## src/rtl/uart_status_tx.sv

```systemverilog
// uart_status_tx: snapshots snake game state and sends a fixed 4-byte status
// packet (A5, score, status, checksum) as 8N1 frames on its own TX line.
// A request comes from report_req or a game_over rising edge; one further
// request can be queued while a packet is in flight.
module uart_status_tx #(
  parameter int unsigned BPS         = 9600,
  parameter int unsigned SYS_CLK_FRE = 50_000_000
) (
  input  logic       sys_clk,
  input  logic       sys_rst_n,
  input  logic       report_req,
  input  logic       game_over,
  input  logic [7:0] score,
  input  logic [2:0] direction,
  input  logic [1:0] mode,
  input  logic       pause,
  output logic       uart_txd,
  output logic       tx_busy,
  output logic       pkt_done
);

  localparam int unsigned BIT_CNT   = SYS_CLK_FRE / BPS;
  localparam int unsigned CNT_W     = (BIT_CNT > 1) ? $clog2(BIT_CNT) : 1;
  localparam logic [7:0]  SYNC_BYTE = 8'hA5;
  localparam logic [3:0]  STOP_IDX  = 4'd9;
  localparam logic [1:0]  LAST_BYTE = 2'd3;

  typedef enum logic [1:0] {
    ST_IDLE,
    ST_SEND,
    ST_DONE
  } state_t;

  state_t           state;
  logic             game_over_d;
  logic             pending;
  logic [CNT_W-1:0] baud_cnt;
  logic [3:0]       bit_idx;
  logic [1:0]       byte_idx;
  logic [31:0]      pkt;

  logic             req_c;
  logic [7:0]       stat_c;
  logic [31:0]      snap_c;
  logic             next_bit_c;
  logic             baud_last_c;

  // Request detect, packet snapshot image and the line level of the next bit.
  always_comb begin
    req_c       = report_req | (game_over & ~game_over_d);
    stat_c      = {game_over, pause, mode, 1'b0, direction};
    snap_c      = {SYNC_BYTE ^ score ^ stat_c, stat_c, score, SYNC_BYTE};
    baud_last_c = (baud_cnt == CNT_W'(BIT_CNT - 1));
    // Bit index 0..7 here is the data bit that follows the current one;
    // after data bit 7 (index 8) comes the stop bit.
    next_bit_c  = 1'b1;
    if (bit_idx < 4'd8) begin
      next_bit_c = pkt[{byte_idx, bit_idx[2:0]}];
    end
  end

  // Packet FSM with registered line, busy and done outputs.
  always_ff @(posedge sys_clk or negedge sys_rst_n) begin
    if (!sys_rst_n) begin
      state       <= ST_IDLE;
      game_over_d <= 1'b0;
      pending     <= 1'b0;
      baud_cnt    <= '0;
      bit_idx     <= '0;
      byte_idx    <= '0;
      pkt         <= '0;
      uart_txd    <= 1'b1;
      tx_busy     <= 1'b0;
      pkt_done    <= 1'b0;
    end else begin
      game_over_d <= game_over;
      pkt_done    <= 1'b0;
      case (state)
        ST_IDLE: begin
          uart_txd <= 1'b1;
          tx_busy  <= 1'b0;
          // pending can only be set here by a request taken in the DONE cycle
          if (req_c || pending) begin
            pkt      <= snap_c;
            pending  <= 1'b0;
            baud_cnt <= '0;
            bit_idx  <= '0;
            byte_idx <= '0;
            uart_txd <= 1'b0;
            tx_busy  <= 1'b1;
            state    <= ST_SEND;
          end
        end
        ST_SEND: begin
          // one-deep queue: a request while one is pending is simply lost
          if (req_c) begin
            pending <= 1'b1;
          end
          if (baud_last_c) begin
            baud_cnt <= '0;
            if (bit_idx == STOP_IDX) begin
              bit_idx <= '0;
              if (byte_idx == LAST_BYTE) begin
                uart_txd <= 1'b1;
                pkt_done <= 1'b1;
                tx_busy  <= pending | req_c;
                state    <= ST_DONE;
              end else begin
                byte_idx <= byte_idx + 2'd1;
                uart_txd <= 1'b0;
              end
            end else begin
              bit_idx  <= bit_idx + 4'd1;
              uart_txd <= next_bit_c;
            end
          end else begin
            baud_cnt <= baud_cnt + CNT_W'(1);
          end
        end
        ST_DONE: begin
          uart_txd <= 1'b1;
          // a request seen now queues behind whatever follows this cycle
          pending  <= req_c;
          if (pending) begin
            pkt      <= snap_c;
            baud_cnt <= '0;
            bit_idx  <= '0;
            byte_idx <= '0;
            uart_txd <= 1'b0;
            tx_busy  <= 1'b1;
            state    <= ST_SEND;
          end else begin
            tx_busy <= 1'b0;
            state   <= ST_IDLE;
          end
        end
        default: begin
          state <= ST_IDLE;
        end
      endcase
    end
  end

endmodule

```

## config.mk

```make
export PLATFORM = sky130hd
export DESIGN_NAME = uart_status_tx
export DESIGN_NICKNAME = d
export VERILOG_FILES = /design/src/rtl/uart_status_tx.sv
export SDC_FILE = /design/constraint.sdc
export NUM_CORES = 1
export LEC_CHECK = 0
export BUFFER_PORTS_ARGS = -buffer_cell sky130_fd_sc_hd__buf_2
export CORE_AREA = 5 5 69 71
export CTS_BUF_LIST = sky130_fd_sc_hd__clkbuf_8
export DETAILED_ROUTE_END_ITERATION = 7
export DIE_AREA = 0 0 74 76
export PLACE_DENSITY = 0.86
export SYNTH_ARGS = -nofsm -noshare
export SYNTH_HDL_FRONTEND = slang
export SYNTH_SLANG_ARGS = --single-unit
```

## constraint.sdc

```tcl
create_clock -name sys_clk -period 4.6 [get_ports sys_clk]
set_input_delay 0.92 -clock sys_clk [delete_from_list [all_inputs] [get_ports sys_clk]]
set_output_delay 0.92 -clock sys_clk [all_outputs]
set_load 0.01 [all_outputs]
```

# Word level (Yosys, flattened, before mapping)
# Index checks and enable logic that the tools add are counted.
[totals]
reg_bits = 58
[classes]
n_addsub = 3
n_lt_le_gt_ge = 2
n_mux = 45
n_eq_ne = 12
n_reduce_logical = 12
bitwise_logic = 6
[op_table]
columns = ["operator", "n"]
rows = [
  ["two-way mux 32 bit", 2],
  ["one-hot mux 32 bit (2 select lines)", 1],
  ["two-way mux 13 bit", 3],
  ["one-hot mux 13 bit (3 select lines)", 1],
  ["two-way mux 1 bit", 18],
  ["two-way mux 2 bit", 9],
  ["two-way mux 4 bit", 4],
  ["!= test 2 bit (second input constant)", 7],
  ["adder 13 x 1 -> 13 bit (second input constant)", 1],
  ["== test 13 bit (second input constant)", 1],
  ["one-hot mux 2 bit (3 select lines)", 2],
  ["one-hot mux 4 bit (3 select lines)", 1],
  ["AND reduction 4 bit", 3],
  ["one-hot mux 1 bit (3 select lines)", 3],
  ["AND reduction 3 bit", 3],
  ["XOR 8 bit", 1],
  ["< comparator 5 x 6 -> 1 bit (second input constant)", 1],
  ["AND reduction 6 bit", 1],
  ["binary-select mux 1 bit (select 5 bit)", 1],
  ["adder 4 x 1 -> 4 bit (second input constant)", 1],
  ["== test 2 bit (second input constant)", 2],
  ["== test 4 bit (second input constant)", 1],
  ["< comparator 4 bit (second input constant)", 1],
  ["inverter 4 bit", 1],
  ["other kinds (10)", 11],
]

# Logic depth before layout (Yosys ltp)
[depth]
ltp_word = 8
depth_mapped = 8
ltp_nobuf = 7

# Worst setup path before layout
# OpenSTA, ideal clock, no wires.
[synth_path]
path_type = "in2reg"
start = "in game_over"
end = "reg baud_cnt[5]"
arrival_time_ns = 2.112
path_buffers = 1
path_slack_ns = 2.378
stages = 6
path_cell_list = "nand2b_1 > a31oi_1 > o21ai_0 > nand2b_1 > clkbuf_1 > o41ai_1"
[synth_via]
elab_chain_cells = 5
[synth_lines]
columns = ["item", "line", "source"]
rows = [
  ["from (decl)", "12", "input logic game_over,"],
  ["bitwise AND 1 bit", "50", "req_c = report_req | (game_over & ~game_over_d);"],
  ["bitwise OR 1 bit", "50", ""],
  ["logical OR 1 bit", "83", "if (req_c || pending) begin"],
  ["!= test 2 bit (no line)", "n/a", ""],
  ["AND reduction 3 bit (no line)", "n/a", ""],
  ["to (signal assigned)", "117", "baud_cnt <= baud_cnt + CNT_W'(1);"],
  ["to (decl)", "37", "logic [CNT_W-1:0] baud_cnt;"],
]
# No other way between the ends.
# A chain may end at the register's enable or synchronous reset.

# Worst setup path in the final report
[layout_path]
start = "reg baud_cnt[3]"
end = "reg byte_idx[0]"
[layout_via]
elab_chain_cells = 3
[layout_lines]
columns = ["item", "line", "source"]
rows = [
  ["== test 13 bit", "53", "baud_last_c = (baud_cnt == CNT_W'(BIT_CNT - 1));"],
  ["!= test 2 bit (no line)", "n/a", ""],
  ["AND reduction 6 bit (no line)", "n/a", ""],
  ["to (signal assigned)", "109", "byte_idx <= byte_idx + 2'd1;"],
  ["to (decl)", "39", "logic [1:0] byte_idx;"],
]
# No other way between the ends.

==> summary.md <==
| Metric | Value |
|---|---|
| Outcome | `complete, no violations` |
| HP Class | `register to register` |
| Crit. End Element | `register` |
| Routed Antenna Nets | `0` |
| Syn Inst Count | `256` |
| Crit path kind | `register to register` |
| First-pass GRT wire length | `9690 um` |
| IR drop worst, VDD | `288 uV` |
| Die Wd | `74 um` |
| Post-layout util | `0.696` |
| Placed cells | `318` |
| CTS buffer count | `5` |
| Final Max Slew Viols | `0` |
| Leading area contributor after synthesis | `dfrtp_1` |
| Slew headroom | `0.292` |
| Share of layout cells above drive strength 1 | `0.208` |
| Worst hold stages | `2` |
| Vias | `2052` |
| Number of H-tree levels | `2` |
| Worst Hold Path EP | `pkt[29]` |
| Final hold vios | `0` |
| Layout fillers | `297` |
| I/O Buffers | `20` |
| Vias in the first global route | `2062` |
| Gpl congestion | `0.832` |
| Period utilisation layout | `0.563` |
| Die Y | `76 um` |
| CORE AREA | `4170 sq um` |
| Standard-cell rows | `24` |
| Die ar. | `5620 sq um` |
| CTS tree | `done` |
| Gr usage total | `0.218` |
| RSZ-0062 raised after global routing | `no` |
| Fin Clk Skew | `0.00648 ns` |
| Initial DRT Pass Iterations | `4` |
| Postcts setup bufs | `0` |
| Post-Syn Nets | `282` |
| Sequential cell area | `1230 sq um` |
| Clk slew on worst S/H paths | `0.10 ns` |
| CTS Buffer Depth | `2` |
| Max Fclk | `386 MHz` |
| Hold_sp | `pkt[29]` |
| Reg2Reg Launch Point | `baud_cnt[3]` |
| #FFs+latches synth | `49` |
| Area of the multi-input gates | `1340 sq um` |
| Total gr overflow | `0` |
| Initial Utilization | `0.635` |
| Syn. warnings | `0` |
| Post-Layout Cell Count | `326` |
| Seq/Total Area, Yosys | `0.463` |
| DR WL/cell | `16.8 um` |
| Pleak | `1.24 nW` |
| Setup TNS | `0 ns` |
| Area contributors post-synth | `dfrtp_1 45%, mux2_2 7.2%, o21ai_0 5.3%` |
| Largest net degree at the start of global routing | `50` |
| Sink Count | `49` |
| Yosys cell types | `43` |
| Drt drc | `0` |
| PwrDens | `552 nW/um^2` |
| Post-synth EDFFs | `0` |
| Post_cts resized | `0` |
| Layout Nets | `299` |
| Root buffer cell | `clkbuf_8` |
| Min cycle time layout | `2.59 ns` |
| Vias per inst | `6.29` |
| Req. time, crit path | `4.82 ns` |
| IO Pins | `21` |
| Antenna Cells | `0` |
| Worst-path fanout max | `12` |
| Synth top area share | `0.453` |
| Initial antenna violation count | `0` |
| Hold buffers post-CTS | `0` |
| Worst r2r dst | `byte_idx[0]` |
| Worst skew pair latency | `0.31 ns` |
| CP Launch Point | `baud_cnt[3]` |
| Setup-failing EPs final | `0` |
| Total Wirelength | `5490 um` |
| Initial DRC Count | `170` |
| Max Cap Violations | `0` |
| Reg2Reg Depth | `5` |
| Hpwl dp | `3950 um` |
| Async set-reset flop share out of synthesis | `1.00` |
| Synth Cell Area | `2650 sq um` |
| CP Data Arrival Time | `2.81 ns` |
| Actual slew at the worst max-slew pin | `1.06 ns` |
| Area grow syn2layout | `9.63%` |
| Top_reg_cell synth | `dfrtp_1` |
| Startpoint Class | `register` |
| Mean Syn Cell Area | `10.4 sq um` |
| R2R Setup Slk | `2.01 ns` |
==> final cells by class <==
type,instances,area share
multi-input cells,183,0.461
flip-flops and latches,49,0.422
repair buffers,22,0.0396
clock buffers,5,0.0237
well taps,52,0.0224
clock inverters,3,0.0159
inverters,12,0.0155
==> cell families after synthesis <==
group / synth area share
and+or+nand+nor: 0.134
DFF: 0.463
AOI/OAI and AO/OA: 0.177
xor gates and xnor gates: 0.0297
buffers and inverters: 0.0344
adders and majority gates: 0.0378
muxes: 0.124
==> how the worst max path moves through the flow <==
stage                  end  slack (ns)  depth (start not counted)
6_report       byte_idx[0]        2.01                          5
5_1_grt        byte_idx[0]        1.93                          5
4_1_cts        byte_idx[0]        2.05                          5
3_5_place_dp       pkt[27]        1.93                          5
3_3_place_gp   baud_cnt[5]        1.99                          7
2_1_floorplan  baud_cnt[5]        2.38                          6
==> worst max-delay path, cell delays in order, from the launching register on <==
cell and delay [ns]:
dfrtp_1 0.47, or4_4 0.60, o31ai_4 0.45, o211ai_2 0.34
or4b_1 0.55, o311ai_1 0.09
==> placed cells by master (no fill, tap or decap), drive strengths merged, types with 4 or more instances in the layout <==
| cell | n |
|---|---|
| mux2i | 7 |
| clkbuf | 5 |
| o31ai | 8 |
| nand2 | 21 |
| dfrtp | 48 |
| nand2b | 4 |
| and2 | 4 |
| nand3 | 12 |
| o21ai | 28 |
| xnor2 | 5 |
| a21oi | 6 |
| nor2 | 12 |
| ha | 8 |
| a31oi | 7 |
| mux2 | 17 |
| inv | 12 |
| buf | 22 |
| o41ai | 6 |
| xor2 | 4 |
==> report_power, final <==
| part | switching (mW) | internal, mW |
|---|---|---|
| sequential | 0.125 | 0.571 |
| combinational | 0.306 | 0.285 |
| clock | 0.156 | 0.163 |
==> per-stage QoR <==
| step | instance area [sq um] | setup slack [ns] | total power [mW] | hold slack, ns |
|---|---|---|---|---|
| 6_report | 2910 | 2.01 | 1.61 | 0.483 |
| 5_1_grt | 2910 | 1.93 | 1.72 | 0.514 |
| 4_1_cts | 2910 | 2.05 | 1.61 | 0.487 |
| 3_5_place_dp | 2790 | 1.93 | 1.29 | 0.461 |
| 3_3_place_gp | 2790 | 1.99 | 1.26 | 0.460 |
| 2_1_floorplan | 2650 | 2.38 | 1.13 | 0.435 |
==> synth_stat cells, drive strengths merged (2+ instances only) <==
cell    count
ha          8
mux4        3
nor3        2
o211ai      3
nor2       12
mux2       17
nand4       3
nand3b      2
xor2        4
a21oi       6
nor3b       2
o31ai       8
a31oi       7
o21ai      28
o221ai      2
and2        4
o41ai       6
or4         2
mux2i       7
clkbuf     11
nand2      21
dfrtp      48
nand2b      4
nand3      12
xnor2       5
inv        12
and3        3
==> per-layer routing <==
layer | track usage | vias to the layer above | routed length (um)
met5 | 0 | - | 0
met4 | 0.0942 | 0 | 97
met3 | 0.0396 | 10 | 305
met2 | 0.352 | 64 | 2740
met1 | 0.282 | 1005 | 2340
li1 | - | 973 | -
==> flip-flops by register name (all words and copies together), names as in the netlist <==
name         cells
game_over_d      1
byte_idx         2
pkt             23
uart_txd         1
pending          1
pkt_done         1
baud_cnt        13
tx_busy          1
bit_idx          4
state            2
Power figures use the tool's default switching activity.
